## config.mk

```make
export PLATFORM = sky130hd
export DESIGN_NAME = branch_pc_sequencer_flat
export DESIGN_NICKNAME = d
export VERILOG_FILES = /design/src/rtl/branch_pc_sequencer_pkg.sv /design/src/rtl/branch_pc_sequencer_if.sv /design/src/rtl/branch_pc_sequencer_target.sv /design/src/rtl/branch_pc_sequencer.sv /design/src/flat_wrapper.sv
export SDC_FILE = /design/constraint.sdc
export NUM_CORES = 1
export LEC_CHECK = 0
export ABC_AREA = 1
export CAP_MARGIN = 20
export CORE_ASPECT_RATIO = 1.25
export CORE_MARGIN = 4
export CORE_UTILIZATION = 49
export CTS_CLUSTER_DIAMETER = 60
export DETAILED_ROUTE_END_ITERATION = 10
export GPL_ROUTABILITY_DRIVEN = 0
export PLACE_DENSITY_LB_ADDON = 0.05
export SYNTH_ARGS = -nofsm -noshare
export SYNTH_HDL_FRONTEND = slang
export SYNTH_SLANG_ARGS = --single-unit
```

## constraint.sdc

```tcl
create_clock -name clk -period 2.2 [get_ports clk]
set_input_delay 0.44 -clock clk [delete_from_list [all_inputs] [get_ports clk]]
set_output_delay 0.44 -clock clk [all_outputs]
set_load 0.01 [all_outputs]
```

## src/rtl/branch_pc_sequencer_pkg.sv

```systemverilog
// Shared widths, fetch constants and the sequencer state type for the
// instruction-address path.
package riscv_pkg;

  localparam int unsigned RISC_V_DATA_WIDTH         = 32;
  localparam int unsigned INST_MEMORY_ADDRESS_WIDTH = 16;
  localparam int unsigned INST_BYTES                = 4;
  localparam int unsigned ALIGN_BITS                = $clog2(INST_BYTES);

  localparam logic [INST_MEMORY_ADDRESS_WIDTH-1:0] RESET_PC = 16'h0000;
  localparam logic [INST_MEMORY_ADDRESS_WIDTH-1:0] TRAP_PC  = 16'h0100;
  localparam logic [INST_MEMORY_ADDRESS_WIDTH-1:0] PC_STEP  =
    INST_MEMORY_ADDRESS_WIDTH'(INST_BYTES);

  typedef enum logic [1:0] {
    IDLE    = 2'd0,
    RUN     = 2'd1,
    BR_CALC = 2'd2
  } pcseq_state_t;

endpackage

```

## src/rtl/branch_pc_sequencer_if.sv

```systemverilog
// Execute/fetch-side signal bundle of the PC sequencer; the slave modport is
// the sequencer itself, the master modport is whoever drives it.
interface branch_pc_sequencer_if;
  import riscv_pkg::*;

  logic                                 start;
  logic                                 halt;
  logic                                 stall;
  logic                                 imem_gnt;
  logic                                 br_valid;
  logic                                 br_taken;
  logic [INST_MEMORY_ADDRESS_WIDTH-1:0] br_pc;
  logic signed [RISC_V_DATA_WIDTH-1:0]  br_offset;
  logic [INST_MEMORY_ADDRESS_WIDTH-1:0] pc;
  logic                                 imem_req;
  logic                                 flush;
  logic                                 redirect_busy;
  logic                                 misalign_err;

  modport master (
    output start, halt, stall, imem_gnt, br_valid, br_taken, br_pc, br_offset,
    input  pc, imem_req, flush, redirect_busy, misalign_err
  );

  modport slave (
    input  start, halt, stall, imem_gnt, br_valid, br_taken, br_pc, br_offset,
    output pc, imem_req, flush, redirect_busy, misalign_err
  );

endinterface

```

## src/rtl/branch_pc_sequencer_target.sv

```systemverilog
// Registered branch-target stage: base + (offset << 1) with an alignment flag,
// captured on the cycle a taken branch is accepted.
module branch_target_calc
  import riscv_pkg::*;
(
  input  logic                                 clk,
  input  logic                                 rst,
  input  logic                                 load,
  input  logic [INST_MEMORY_ADDRESS_WIDTH-1:0] br_pc,
  input  logic signed [RISC_V_DATA_WIDTH-1:0]  br_offset,
  output logic [INST_MEMORY_ADDRESS_WIDTH-1:0] target,
  output logic                                 aligned
);

  logic [INST_MEMORY_ADDRESS_WIDTH-1:0] target_p1;
  logic                                 aligned_p1;
  logic [INST_MEMORY_ADDRESS_WIDTH-1:0] target_p0;

  // Sum is formed at full data width so negative offsets wrap in the address space.
  function automatic logic [INST_MEMORY_ADDRESS_WIDTH-1:0] calc_target(
    input logic [INST_MEMORY_ADDRESS_WIDTH-1:0] base,
    input logic signed [RISC_V_DATA_WIDTH-1:0]  offset
  );
    logic signed [RISC_V_DATA_WIDTH-1:0] base_ext;
    logic signed [RISC_V_DATA_WIDTH-1:0] sum;
    base_ext = $signed(RISC_V_DATA_WIDTH'(base));
    sum      = base_ext + (offset <<< 1);
    return INST_MEMORY_ADDRESS_WIDTH'(sum);
  endfunction

  function automatic logic is_aligned(
    input logic [INST_MEMORY_ADDRESS_WIDTH-1:0] addr
  );
    return addr[ALIGN_BITS-1:0] == '0;
  endfunction

  assign target_p0 = calc_target(br_pc, br_offset);

  // p0 -> p1: operands captured with the branch; reset discards a pending target
  always_ff @(posedge clk) begin
    if (rst) begin
      target_p1  <= '0;
      aligned_p1 <= 1'b0;
    end else if (load) begin
      target_p1  <= target_p0;
      aligned_p1 <= is_aligned(target_p0);
    end
  end

  assign target  = target_p1;
  assign aligned = aligned_p1;

endmodule

```

## src/rtl/branch_pc_sequencer.sv

```systemverilog
// Fetch PC owner: sequential advance on granted fetches, one-cycle registered
// redirect for taken branches, trap redirect on misaligned targets.
module branch_pc_sequencer
  import riscv_pkg::*;
(
  input  logic                  clk,
  input  logic                  rst,
  branch_pc_sequencer_if.slave  bus
);

  pcseq_state_t                         state_q, state_d;
  logic [INST_MEMORY_ADDRESS_WIDTH-1:0] pc_q, pc_d;
  logic                                 flush_q, flush_d;
  logic                                 misalign_q, misalign_d;
  logic                                 tgt_load;
  logic [INST_MEMORY_ADDRESS_WIDTH-1:0] tgt_addr;
  logic                                 tgt_aligned;

  branch_target_calc u_target (
    .clk       (clk),
    .rst       (rst),
    .load      (tgt_load),
    .br_pc     (bus.br_pc),
    .br_offset (bus.br_offset),
    .target    (tgt_addr),
    .aligned   (tgt_aligned)
  );

  always_comb begin
    state_d    = state_q;
    pc_d       = pc_q;
    flush_d    = 1'b0;
    misalign_d = 1'b0;
    tgt_load   = 1'b0;
    unique case (state_q)
      IDLE: begin
        if (bus.start) state_d = RUN;
      end
      RUN: begin
        if (bus.halt) begin
          state_d = IDLE;
          pc_d    = RESET_PC;
        end else if (bus.br_valid && bus.br_taken) begin
          // A grant arriving with the branch is dropped: the redirect owns the PC.
          state_d  = BR_CALC;
          flush_d  = 1'b1;
          tgt_load = 1'b1;
        end else if (bus.imem_gnt && !bus.stall) begin
          pc_d = pc_q + PC_STEP;
        end
      end
      BR_CALC: begin
        if (bus.halt) begin
          state_d = IDLE;
          pc_d    = RESET_PC;
        end else if (tgt_aligned) begin
          state_d = RUN;
          pc_d    = tgt_addr;
        end else begin
          state_d    = RUN;
          pc_d       = TRAP_PC;
          misalign_d = 1'b1;
        end
      end
      default: begin
        state_d = IDLE;
        pc_d    = RESET_PC;
      end
    endcase
  end

  // state/pc/pulse registers
  always_ff @(posedge clk) begin
    if (rst) begin
      state_q    <= IDLE;
      pc_q       <= RESET_PC;
      flush_q    <= 1'b0;
      misalign_q <= 1'b0;
    end else begin
      state_q    <= state_d;
      pc_q       <= pc_d;
      flush_q    <= flush_d;
      misalign_q <= misalign_d;
    end
  end

  assign bus.pc            = pc_q;
  assign bus.imem_req      = (state_q == RUN);
  assign bus.redirect_busy = (state_q == BR_CALC);
  assign bus.flush         = flush_q;
  assign bus.misalign_err  = misalign_q;

endmodule

```

## src/flat_wrapper.sv

```systemverilog
// flat-port wrapper written by rule: the top's interface ports become plain ports
module branch_pc_sequencer_flat import riscv_pkg::*;
  (clk, rst, bus_start, bus_halt, bus_stall, bus_imem_gnt, bus_br_valid, bus_br_taken, bus_br_pc, bus_br_offset, bus_pc, bus_imem_req, bus_flush, bus_redirect_busy, bus_misalign_err);
  branch_pc_sequencer_if bus_i ();
  input  logic clk;
  input  logic rst;
  input wire logic [$bits(bus_i.start)-1:0] bus_start;
  input wire logic [$bits(bus_i.halt)-1:0] bus_halt;
  input wire logic [$bits(bus_i.stall)-1:0] bus_stall;
  input wire logic [$bits(bus_i.imem_gnt)-1:0] bus_imem_gnt;
  input wire logic [$bits(bus_i.br_valid)-1:0] bus_br_valid;
  input wire logic [$bits(bus_i.br_taken)-1:0] bus_br_taken;
  input wire logic [$bits(bus_i.br_pc)-1:0] bus_br_pc;
  input wire logic [$bits(bus_i.br_offset)-1:0] bus_br_offset;
  output wire logic [$bits(bus_i.pc)-1:0] bus_pc;
  output wire logic [$bits(bus_i.imem_req)-1:0] bus_imem_req;
  output wire logic [$bits(bus_i.flush)-1:0] bus_flush;
  output wire logic [$bits(bus_i.redirect_busy)-1:0] bus_redirect_busy;
  output wire logic [$bits(bus_i.misalign_err)-1:0] bus_misalign_err;
  assign bus_i.start = bus_start;
  assign bus_i.halt = bus_halt;
  assign bus_i.stall = bus_stall;
  assign bus_i.imem_gnt = bus_imem_gnt;
  assign bus_i.br_valid = bus_br_valid;
  assign bus_i.br_taken = bus_br_taken;
  assign bus_i.br_pc = bus_br_pc;
  assign bus_i.br_offset = bus_br_offset;
  assign bus_pc = bus_i.pc;
  assign bus_imem_req = bus_i.imem_req;
  assign bus_flush = bus_i.flush;
  assign bus_redirect_busy = bus_i.redirect_busy;
  assign bus_misalign_err = bus_i.misalign_err;
  branch_pc_sequencer u_core (.clk(clk), .rst(rst), .bus(bus_i));
endmodule
```

## After elaboration in Yosys (flattened, before gate mapping)

Index checks and enable logic that the tools add are counted.

| word-level totals | value |
|---|---|
| register bits after elaboration | 37 |
| bits in latches | 0 |
| bits in writable memories | 0 |
| ROM bits | 0 |
| input port bits | 56 |
| output and inout bits | 20 |
| word-level logic and storage cells | 39 |
| memories | 0 |

| operators by class | value |
|---|---|
| add/subtract/negate cells | 2 |
| multipliers | 0 |
| divide/modulo/power cells | 0 |
| $lt $le $gt $ge | 0 |
| eq/ne operators | 6 |
| shifts and indexed selects | 0 |
| muxes and demuxes | 15 |
| bitwise operators | 2 |
| reduce and logical (&&, ||, !) cells | 8 |

Operator list:

| kind | count |
|---|---|
| $mux 16 | 5 |
| $pmux 16 s3 | 1 |
| $add 16x16->16 | 1 |
| $add 16x3->16 const B | 1 |
| $mux 2 | 3 |
| $ne 3x2->1 const B | 2 |
| $pmux 2 s3 | 1 |
| $mux 1 | 5 |
| $logic_not 2->1 | 2 |
| $ne 3x3->1 const B | 1 |
| $reduce_and 3->1 | 1 |
| $reduce_or 3->1 | 1 |
| $eq 2x1->1 const B | 1 |
| $eq 2x2->1 const B | 1 |
| $logic_and 1x1->1 | 2 |
| $ne 2x2->1 const B | 1 |
| $not 1->1 | 2 |
| $reduce_and 2->1 | 1 |
| $logic_not 1->1 | 1 |

## Depth between registers and ports, before layout

| depth | value |
|---|---|
| depth in word-level cells | 6 |
| gate-level depth with buffers | 14 |
| mapped depth without buffers | 14 |

## Modules after synthesis

A second synthesis with hierarchy kept.

| unflattened totals | value |
|---|---|
| cell total of the unflattened synthesis | 459 |
| area, all modules | 2854.0 um^2 |

By module, submodules not included:

| module | instances | cells each | area each (um^2) | seq. area each (um^2) |
|---|---|---|---|---|
| branch_target_calc | 1 | 255 | 1515.2 | 340.3 |
| branch_pc_sequencer | 1 | 204 | 1338.8 | 400.4 |

## Worst setup path after synthesis

OpenSTA, ideal clock, no wires.

| timing path | value |
|---|---|
| path type | input to register |
| start point | in bus_br_offset[0] |
| end point | reg u_core.u_target.target_p1[9], in the netlist u_core.u_target.target[9] |
| setup time | 0.115 ns |
| arrival time | 1.702 ns |
| data required time | 2.085 ns |
| slack | 0.382 ns |
| stages | 11 |
| buffers on the path | 0 |
| path through | ha_1 -> fa_1 -> nand2_1 -> nand2_1 -> nand2_1 -> nand2_1 -> nand2_1 -> nand2_1 -> xor2_1 -> o21ai_0 -> inv_1 |

| on the way | value |
|---|---|
| longest elaborated chain between the ends | 1 |

Ends and longest elaborated chain:

| element | line | text |
|---|---|---|
| start: declaration | flat_wrapper.sv:14 | `input wire logic [$bits(bus_i.br_offset)-1:0] bus_br_offset;` |
| $add 16x16->16 | branch_pc_sequencer_target.sv:27 | `sum = base_ext + (offset <<< 1);` |
| end signal: assignment | branch_pc_sequencer_target.sv:45 | `target_p1 <= target_p0;` |
| end: declaration | branch_pc_sequencer_target.sv:15 | `logic [INST_MEMORY_ADDRESS_WIDTH-1:0] target_p1;` |

No other way between the ends.
A chain may end at the register's enable or synchronous reset.

## Worst setup path in the final report

| timing path | value |
|---|---|
| start point | in bus_br_offset[0] |
| end point | reg u_core.u_target.target_p1[13], in the netlist u_core.u_target.target[13] |

The elaborated chain is that of the path after synthesis.

==> out/qor.yml <==
status: "finished clean"
first_pass_iters: 4
syn_nets: 492
drv_slew: 0
p_comb_frac: 0.252
die_w_um: 75.27
grtUsageMet3: 0.02851
busiest_layer: "met2"
switchingPower_mw: 0.5002
grtUsageMet2: 0.3452
grt_max_degree: 26
gr-usage-met1: 0.2258
grt_util_all_layers: 0.1958
synth.most_common_cell: "nand2_1"
swShare: 0.2914
finalHoldViolations: 0
synth.area.top_cells: "dfxtp_1 27%, nand2_1 15%, ha_1 8.6%, inv_1 6.8%, a21oi_1 5.6%"
yosysTopAreaCellShare: 0.2673
synth_seq_cells: 37
die_area_sq_um: 6931
dp_hpwl_um: 5055
wirelength_um: 6359
finalSetupViolCount: 0
p_seq_frac: 0.403
power_frac_clock: 0.345
place_area_sq_um: 3420
pre_cts_slack_ns: -0.1167
start_kind: "input port"
worstSkewPairLatency_ns: 0.29
max-vdd-ir-drop_mv: 0.3416
critPathKind: "in2reg"
cp_max_fo: 2
timing.slew.headroom: 0.7982
cts_buffers: 5
cts_tree: "yes"
period_share: 0.8882
first_iter_violations: 85
viasPerCell: 5.022
tightest_slew_ns: 0.3004
area_growth_pct: 27.49
crit_arrival_ns: 2.15
cts-root-buf: "clkbuf_8"
ant_nets: 0
p_int_mw: 1.216
fin_skew_ns: 0.004987
fp.coreArea_sq_um: 5443
synth-edff-count: 0
avgSynthCellArea_sq_um: 6.662
overflow: 0
initial_core_util: 0.5092
hold_path.class: "reg2reg"
setup_ws_ns: 0.2460
h-tree-depth: 2
synth_top_area_cell: "dfxtp_1"
cp-end-kind: "register"
cts.clk_slew.worst_paths_ns: 0.08
n_antenna_cell: 0
seq_area_frac_synth: 0.2673
rows: 30
ys_top_cells_by_count: "113 x nand2_1, 50 x inv_1, 41 x nor2_1"
final_cell_area_sq_um: 3533
post_cts_buffers: 0
portBuffers: 58
cts.sinks: 37
rsz0062_at_grt: "no"
ioPinCount: 76
synthCells: 416
fmax_mhz: 511.8
required_ns: 2.40
num_vias: 2742
synth.distinct_cells: 41
drive_gt1_frac: 0.1224
post-route-min-period_ns: 1.954
nets: 557
drc: 0
synthFlopType: "dfxtp_1"
wl_per_cell_um: 11.65
grt_pass1_vias: 2515
power.density_nw_per_um2: 485.8
syn_area_sq_um: 2771
drv_cap: 0
clk_path_buf_depth: 2
antenna_found_initial: 0
die_h_um: 92.09
grt_first_pass_wirelength_um: 10830
tns_ns: 0
async_flop_share: 0
yosysWarnings: 0
p_leak_nw: 1.559
==> power by group through the flow <==
stage	combinational [mW]	clock [mW]	sequential (mW)
after floorplan	0.292	0	0.706
after global placement	0.427	0	0.707
after detailed placement	0.432	0	0.708
after CTS	0.434	0.602	0.692
after global routing	0.486	0.638	0.694
final	0.432	0.592	0.693
==> cell type report <==
class	count	area, sq um
clock buffer	6	72.57
clock inverter	2	38.79
fill	494	1909
inverter	53	203.9
multi-input combinational	316	1742
sequential	37	740.7
tap	64	80.08
timing repair buffer	68	655.6
==> path summary, 6_finish.rpt <==
path	startpoint	end	slack, ns	cells past startpoint
setup / recovery	bus_br_offset[0]	u_core.u_target.target[13]	0.25	15
hold reg to reg	u_core.u_target.aligned	u_core.bus.misalign_err	0.47	1
hold / removal	u_core.u_target.aligned	u_core.bus.misalign_err	0.47	1
setup reg to reg	u_core.state_q[1]	u_core.bus.pc[6]	0.48	9
==> cells by family (layout without fill, tap and decap cells) <==
group	after synthesis	after routing	synth area share
AND/OR/NAND/NOR	214	214	0.3485
buffers and inverters	63	129	0.1052
AO/OA/AOI/OAI	74	74	0.1607
XOR/XNOR	8	8	0.02528
flip-flops	37	37	0.2673
adder cells (fa/ha/maj)	20	20	0.09300
==> metrics by stage <==
stage,utilization,total power [mW],cells,hold WS [ns]
after floorplan,-,0.9981,416,0.4256
after global placement,0.6283,1.134,538,0.4552
after detailed placement,0.6283,1.140,538,0.4528
after CTS,0.6487,1.729,546,0.4649
after global routing,0.6492,1.818,546,0.4924
final,0.6492,1.717,546,0.4654
==> registers in the layout, indices dropped and copies added, names as in the netlist <==
signal,count
u_core.state_q,2
u_core.bus.misalign_err,1
u_core.u_target.target,16
u_core.bus.flush,1
u_core.bus.pc,16
u_core.u_target.aligned,1
==> worst max-delay path: stages <==
cell	delay [ns]
clkdlybuf4s50_1	0.40
ha_1	0.23
fa_2	0.35
nand2_1	0.09
nand2_1	0.05
nand2_1	0.05
nand2_1	0.06
nand2_1	0.07
nand2_1	0.08
nand2_1	0.08
nand2_1	0.05
nand2_1	0.05
nand3_1	0.06
nand2_1	0.06
inv_1	0.03
==> per-layer routing <==
layer	vias to the layer above	wire [um]
met2	73	3128
met5	-	0
met3	12	310
met4	0	195
li1	1457	-
met1	1200	2724
==> cells in the final DEF, fill, tap and decap left out, types with 5 or more instances in the layout <==
cell type          n
buf_4             10
xor2_1             5
nand3_1           29
a21oi_1           31
nand2_2           14
inv_1             50
clkdlybuf4s50_1   58
nor2_1            41
dfxtp_1           37
a21oi_2           10
ha_1              19
nand2_1          113
o21ai_0           18
clkbuf_8           5
==> timing repair <==
item | in CTS | in global routing
endpoints found under the hold margin | 0 | 0
hold buffers | 0 | 0
gates resized for setup | 0 | 1
setup endpoints to repair | 0 | 1
(Power assumes the default switching activity.)
